## src/rtl/dm_agu.sv

```systemverilog
// dm_agu: data-memory address generator and access sequencer.
// Issues one load or store to a synchronous data memory per accepted request.
// The address comes from the lookup table or from an internal pointer register.
// Ports:
//   Clk, Reset          clock and synchronous active-high reset
//   req_i, op_i         request strobe and opcode (00 LOAD, 01 STORE, 10 SETPTR, 11 reserved)
//   lut_i, use_ptr_i    table address/value, and a select for the pointer as address
//   inc_i               post-increment the pointer on a pointer-based access
//   wr_data_i           store data
//   mem_rdat_i          memory read data, valid one cycle after mem_ren_o
//   mem_adr_o, mem_ren_o, mem_wen_o, mem_wdat_o   registered memory interface
//   rd_data_o           last completed load data
//   ptr_o               pointer register
//   busy_o, done_o, err_o   status: busy, completion pulse, reserved-op pulse
module dm_agu #(
  parameter int unsigned AW      = 8,
  parameter int unsigned DW      = 8,
  parameter int unsigned STRIDE  = 1,
  parameter int unsigned PTR_RST = 0
) (
  input  logic          Clk,
  input  logic          Reset,
  input  logic          req_i,
  input  logic [1:0]    op_i,
  input  logic [AW-1:0] lut_i,
  input  logic          use_ptr_i,
  input  logic          inc_i,
  input  logic [DW-1:0] wr_data_i,
  input  logic [DW-1:0] mem_rdat_i,
  output logic [AW-1:0] mem_adr_o,
  output logic          mem_ren_o,
  output logic          mem_wen_o,
  output logic [DW-1:0] mem_wdat_o,
  output logic [DW-1:0] rd_data_o,
  output logic [AW-1:0] ptr_o,
  output logic          busy_o,
  output logic          done_o,
  output logic          err_o
);

  localparam logic [1:0] S_IDLE = 2'd0;
  localparam logic [1:0] S_RD   = 2'd1;
  localparam logic [1:0] S_CAP  = 2'd2;
  localparam logic [1:0] S_WR   = 2'd3;

  localparam logic [1:0] OP_LOAD   = 2'b00;
  localparam logic [1:0] OP_STORE  = 2'b01;
  localparam logic [1:0] OP_SETPTR = 2'b10;

  logic [1:0]    state_q, state_d;
  logic [AW-1:0] ptr_q, ptr_d;
  logic [AW-1:0] adr_d;
  logic          ren_d, wen_d;
  logic [DW-1:0] wdat_d, rdat_d;
  logic          busy_d, done_d, err_d;
  logic [AW-1:0] addr;

  // Address is sampled with the pre-increment pointer value.
  assign addr  = use_ptr_i ? ptr_q : lut_i;
  assign ptr_o = ptr_q;

  // Next-state and next-output logic.
  always_comb begin
    state_d = state_q;
    ptr_d   = ptr_q;
    adr_d   = mem_adr_o;
    ren_d   = 1'b0;
    wen_d   = 1'b0;
    wdat_d  = mem_wdat_o;
    rdat_d  = rd_data_o;
    done_d  = 1'b0;
    err_d   = 1'b0;

    case (state_q)
      S_IDLE: begin
        if (req_i) begin
          case (op_i)
            OP_LOAD: begin
              state_d = S_RD;
              ren_d   = 1'b1;
              adr_d   = addr;
              if (use_ptr_i && inc_i) ptr_d = ptr_q + AW'(STRIDE);
            end
            OP_STORE: begin
              state_d = S_WR;
              wen_d   = 1'b1;
              adr_d   = addr;
              wdat_d  = wr_data_i;
              if (use_ptr_i && inc_i) ptr_d = ptr_q + AW'(STRIDE);
            end
            OP_SETPTR: begin
              ptr_d  = lut_i;
              done_d = 1'b1;
            end
            default: begin
              done_d = 1'b1;
              err_d  = 1'b1;
            end
          endcase
        end
      end
      S_RD: state_d = S_CAP;
      S_CAP: begin
        state_d = S_IDLE;
        rdat_d  = mem_rdat_i;
        done_d  = 1'b1;
      end
      S_WR: begin
        state_d = S_IDLE;
        done_d  = 1'b1;
      end
      default: state_d = S_IDLE;
    endcase

    busy_d = (state_d != S_IDLE);
  end

  // State and registered outputs; reset aborts any operation in flight.
  always_ff @(posedge Clk) begin
    if (Reset) begin
      state_q    <= S_IDLE;
      ptr_q      <= AW'(PTR_RST);
      mem_adr_o  <= '0;
      mem_ren_o  <= 1'b0;
      mem_wen_o  <= 1'b0;
      mem_wdat_o <= '0;
      rd_data_o  <= '0;
      busy_o     <= 1'b0;
      done_o     <= 1'b0;
      err_o      <= 1'b0;
    end else begin
      state_q    <= state_d;
      ptr_q      <= ptr_d;
      mem_adr_o  <= adr_d;
      mem_ren_o  <= ren_d;
      mem_wen_o  <= wen_d;
      mem_wdat_o <= wdat_d;
      rd_data_o  <= rdat_d;
      busy_o     <= busy_d;
      done_o     <= done_d;
      err_o      <= err_d;
    end
  end

endmodule

```

## config.mk

```make
export PLATFORM = sky130hd
export DESIGN_NAME = dm_agu
export DESIGN_NICKNAME = d
export VERILOG_FILES = /design/src/rtl/dm_agu.sv
export SDC_FILE = /design/constraint.sdc
export NUM_CORES = 1
export LEC_CHECK = 0
export ABC_AREA = 1
export BUFFER_PORTS_ARGS = -buffer_cell sky130_fd_sc_hd__buf_4
export CORE_MARGIN = 2
export CORE_UTILIZATION = 47
export DETAILED_ROUTE_END_ITERATION = 8
export GPL_TIMING_DRIVEN = 0
export PLACE_DENSITY = 0.88
export SYNTH_ARGS = -nofsm -noshare
export SYNTH_HDL_FRONTEND = slang
export SYNTH_SLANG_ARGS = --single-unit
```

## constraint.sdc

```tcl
create_clock -name Clk -period 1.73 [get_ports Clk]
set_clock_uncertainty 0.2 [all_clocks]
set_input_delay 0.346 -clock Clk [delete_from_list [all_inputs] [get_ports Clk]]
set_output_delay 0.346 -clock Clk [all_outputs]
set_load 0.02 [all_outputs]
```

# [Word-level counts from Yosys, hierarchy flattened]
# Cells that the tools add are included.
[totals] regBits=39 latchBits=0 ramBits=0 rom_bits=0 inputBits=31 wordCells=43 memories=0
[classes] n_addsub=1 n_mul=0 n_div=0 n_lt_le_gt_ge=0 eq_ne=6 n_shift=0 muxes=12 bitwise_logic=2 reduce_logical=12
[ops] cell="$mux W8" count=2
[ops] cell="$pmux W8 S2" count=1
[ops] cell="$add A8 B1 Y8 const B" count=1
[ops] cell="$eq A2 B2 Y1 const B" count=3
[ops] cell="$pmux W2 S3" count=1
[ops] cell="$reduce_and A3 Y1" count=2
[ops] cell="$reduce_or A3 Y1" count=2
[ops] cell="$mux W1" count=5
[ops] cell="$eq A2 B1 Y1 const B" count=2
[ops] cell="$logic_not A2 Y1" count=2
[ops] cell="$pmux W2 S2" count=1
[ops] cell="$reduce_and A4 Y1" count=1
[ops] cell="$reduce_bool A2 Y1" count=2
[ops] cell="$reduce_or A2 Y1" count=2
[ops] cell="$mux W2" count=1
[ops] cell="$ne A2 B1 Y1 const B" count=1
[ops] cell="$not A1 Y1" count=2
[ops] cell="$pmux W1 S2" count=1
[ops] cell="$logic_and A1 B1 Y1" count=1

# [Depth between registers and ports, before layout]
[logic_depth] word_depth=5 mapped_depth=9 ltp_nobuf=9

# [Least setup slack after synthesis]
# OpenSTA, ideal clock, no wires.
[synth_timing] path_kind="flip-flop to flip-flop" from="register ptr_q[1] (netlist: ptr_o[1])" to="register ptr_q[6] (netlist: ptr_o[6])" setup_time_ps=118 t_arrival_ps=1178 path_slack_ps=234 stages_incl_launch_ff=7 n_path_buf=0 path_cell_list="dfxtp_1 -> ha_1 -> nand3_1 -> o21ai_0 -> nand3_1 -> nand2_1 -> a21oi_2"
[synth_via] elab_chain_len=3
[synth_rtl] item="start, declared" line_no="51" text="logic [AW-1:0] ptr_q, ptr_d;"
[synth_rtl] item="start signal, assigned" line_no="122" text="ptr_q <= AW'(PTR_RST);"
[synth_rtl] item="start signal, assigned" line_no="133" text="ptr_q <= ptr_d;"
[synth_rtl] item="$add A8 B1 Y8" line_no="82, 89"
[synth_rtl] item="$mux W8" line_no="82, 89"
[synth_rtl] item="$pmux W8 S2" line_no="77" text="case (op_i)"
# No other way between the ends. The select of a mux whose other input is x is not followed.
# A chain may end at the register's enable or synchronous reset.

# [Final worst setup path]
[layout_timing] from="input op_i[0]" to="register ptr_q[0] (netlist: ptr_o[0])"
[layout_via] elab_chain_len=4 word_cells_on_any_way=8
[layout_rtl] item="start, declared" line_no="24" text="input logic [1:0] op_i,"
[layout_rtl] item="$eq A2 B1 Y1 or $logic_not A2 Y1 (tied branches)" line_no="77"
[layout_rtl] item="$reduce_or A2 Y1 (no line)"
[layout_rtl] item="$ne A2 B1 Y1 (no line) or $reduce_bool A2 Y1 (tied branches)"
[layout_rtl] item="$reduce_and A4 Y1 (no line)"
# Parallel ways exist; a longest one is shown, timed or not.

==> impl_results.md <==
* Clock buffer count from CTS at 5
* Clock period minus worst slack at 1650 ps
* Post-synth ARST share at 0%
* Iter 0 DRT Violations at 99
* Final setup violation count at 0
* DRT Wirelength at 4.12 mm
* Wire per inst at 11.7 um
* Hold Path Class: in2reg
* Total global routing overflow at 0
* Leakage at 1.14 nW
* Final hold slack at 1.97 ps
* Top Family by Delay on Critical Path: buffers and inverters
* CP max-delay cell: dlygate4sd3_1
* DRC viols at 0
* Clock Latency Late Sink at 350 ps
* Required time worst endpoint at 1820 ps
* I/O Buffers at 66
* Critical path data arrival time at 1740 ps
* H-tree levels at 2
* Gate Count Post-Synth at 229
* Syn avg cell area at 7.28 sq um
* Post-synth top cells: nor2_1 (58), dfxtp_1 (39), nand2_1 (28)
* Worst setup EP type: register
* CTS Sinks at 39
* # nets final at 337
* Proportion of layout cells with a drive suffix above 1 at 31.0%
* CTS Root Cell: clkbuf_4
* Vias per cell at 4.87
* Final core occ at 69.3%
* Post-synth cell types at 23
* GPL Wtd Cong at 0.820
* Syn nets at 261
* Slew Viols, Final at 0
* Top FF cell, synth: dfxtp_1
* Period Utilization, post-route at 95.6%
* WS Path Type: in2reg
* Most used cell, CP: buf_4
* Max cap viols at 0
* Setup crit start kind: primary input
* Worst Path Max Fanout at 5
* Top cells by area, synth: dfxtp_1 (47%), nor2_1 (13%), o21ai_0 (6.6%)
* Setup slack after layout at 75.9 ps
* Die height at 63.6 um
* First drt pass iteration count at 4
* Setup WS pre-CTS at 147 ps
* Most frequent cell after synthesis: nor2_1
* RSZ-0062 raised after global routing: no
* Diodes inserted at 0
* Placement Cell Area at 2220 sq um
* Worst-path clk slew at 120 ps
* Post-Syn Area at 1670 sq um
* CTS tree: yes
* Seq cells post-synth at 39
* Area Growth Syn to Fin at 39.8%
* Worst-case clock buffer depth at 2
* Fmax at 605 MHz
* Final hold viol count at 0
* Seq/Total Area, Yosys at 46.8%
* Initial Util at 49.6%
* Yosys warns at 0
* Global Route Usage Sum at 20.7%
* Via count at 1,713
* Global-route wire length before repair at 6.55 mm
* Horiz. Die Dim at 63.6 um
* Buf/Inv on CP at 4
* Number of flops mapped to enable cells by yosys at 0
* Core area at 3360 sq um
* Vias in the first global route at 1,556
* Max-Slew Margin vs Limit at 68.7%
* DP Cell Count at 341
* Least-Margin Pin Slew at 468 ps
* Top cell type's share of synthesized area at 46.8%
* Non-filler instance count after layout at 352
* Worst IR drop on VDD at 592 uV
* PwrDens at 838 nW/um^2
* HPWL Detailed at 3.12 mm
* Outcome: completed
* Die Area at 4040 sq um
* Fin area at 2330 sq um
* Crit path cell chain: dlygate4sd3_1, buf_4, inv_2, nand2_4, buf_4, o21ai_0, o21ai_1, a21oi_1
* Synth area leader: dfxtp_1
* I/O pins at 68
* Largest net degree at the start of global routing at 14
* Final ANT Viol Nets at 0
* Worst path max stage delay at 540 ps
* Initial antenna violation count at 0
* Total power at 1.95 mW
* Setup TNS Final at 0 ps
* Placement row count at 21
-- repair_timing --
item                                    in CTS  in global routing
endpoints found under the setup margin       0                  7
buffers inserted                             0                  1
gates resized for setup                      0                  3
hold buffers                                 1                  1
endpoints found under the hold margin        1                  1
-- worst min-delay path, delay by kind of cell --
kind | cells | cell delay, ps
and+or+nand+nor | 2 | 110
buffers and inverters | 1 | 80
-- sequential cells by signal, summed over array words and instances, names as in the netlist --
name,count
done_o,1
mem_wdat_o,8
rd_data_o,8
err_o,1
ptr_o,8
mem_adr_o,8
mem_wen_o,1
busy_o,1
state_q,2
mem_ren_o,1
-- layer usage --
metal	wire length, um	vias to the layer above	track usage [%]	share of wire (%)
met2	1960	61	35.5	48
li1	-	894	-	-
met3	330	9	5.71	8.0
met5	0	-	0	0
met4	73	0	8.70	1.8
met1	1750	749	24.1	43
-- worst paths after layout --
kind | startpoint | endpoint | slack, ps | cells after the start
min | wr_data_i[4] | mem_wdat_o[4] | 2 | 3
min reg2reg | mem_wdat_o[4] | mem_wdat_o[4] | 300 | 2
max reg2reg | state_q[1] | rd_data_o[2] | 170 | 5
max | op_i[0] | ptr_o[0] | 80 | 8
-- cells by family (layout without fill, tap and decap cells) --
family | after synthesis | count (layout) | synth area share [%]
AO/OA/AOI/OAI | 52 | 52 | 16.9
adder cells (fa/ha/maj) | 1 | 1 | 0.750
buffers and inverters | 30 | 107 | 7.65
flip-flops | 39 | 39 | 46.8
multiplexers | 4 | 4 | 2.40
AND/OR/NAND/NOR | 103 | 103 | 25.5
-- cells in the final DEF (no fill, tap or decap) --
master	count
o21ai_0	22
inv_1	17
clkbuf_4	5
o21ai_1	6
ha_1	1
dfxtp_1	39
nand2_1	28
nand2_2	2
clkinv_4	1
buf_2	5
a31oi_1	1
buf_4	68
o22ai_1	2
nor2_2	3
nor2_1	58
inv_2	4
a21oi_1	15
nor3_1	2
buf_6	1
a21oi_2	2
bufinv_16	1
nand3_2	1
clkinv_2	1
dlygate4sd3_1	2
clkbuf_1	2
nand3_1	8
a211oi_1	4
mux2i_1	4
nand2_4	1
-- cell type report --
type	instances	area, sq um
timing repair buffer	69	523
multi-input combinational	160	759
inverter	21	78.8
buffer	9	51.3
fill	296	1030
clock buffer	5	37.5
clock inverter	3	43.8
sequential	39	781
tap	46	57.6
-- power by group --
group	leakage (nW)	switching (mW)	internal, mW
clock network	0.0452	0.313	0.304
logic	0.775	0.197	0.160
registers	0.319	0.0322	0.947
total	1.14	0.542	1.41
Power figures use the tool's default switching activity.
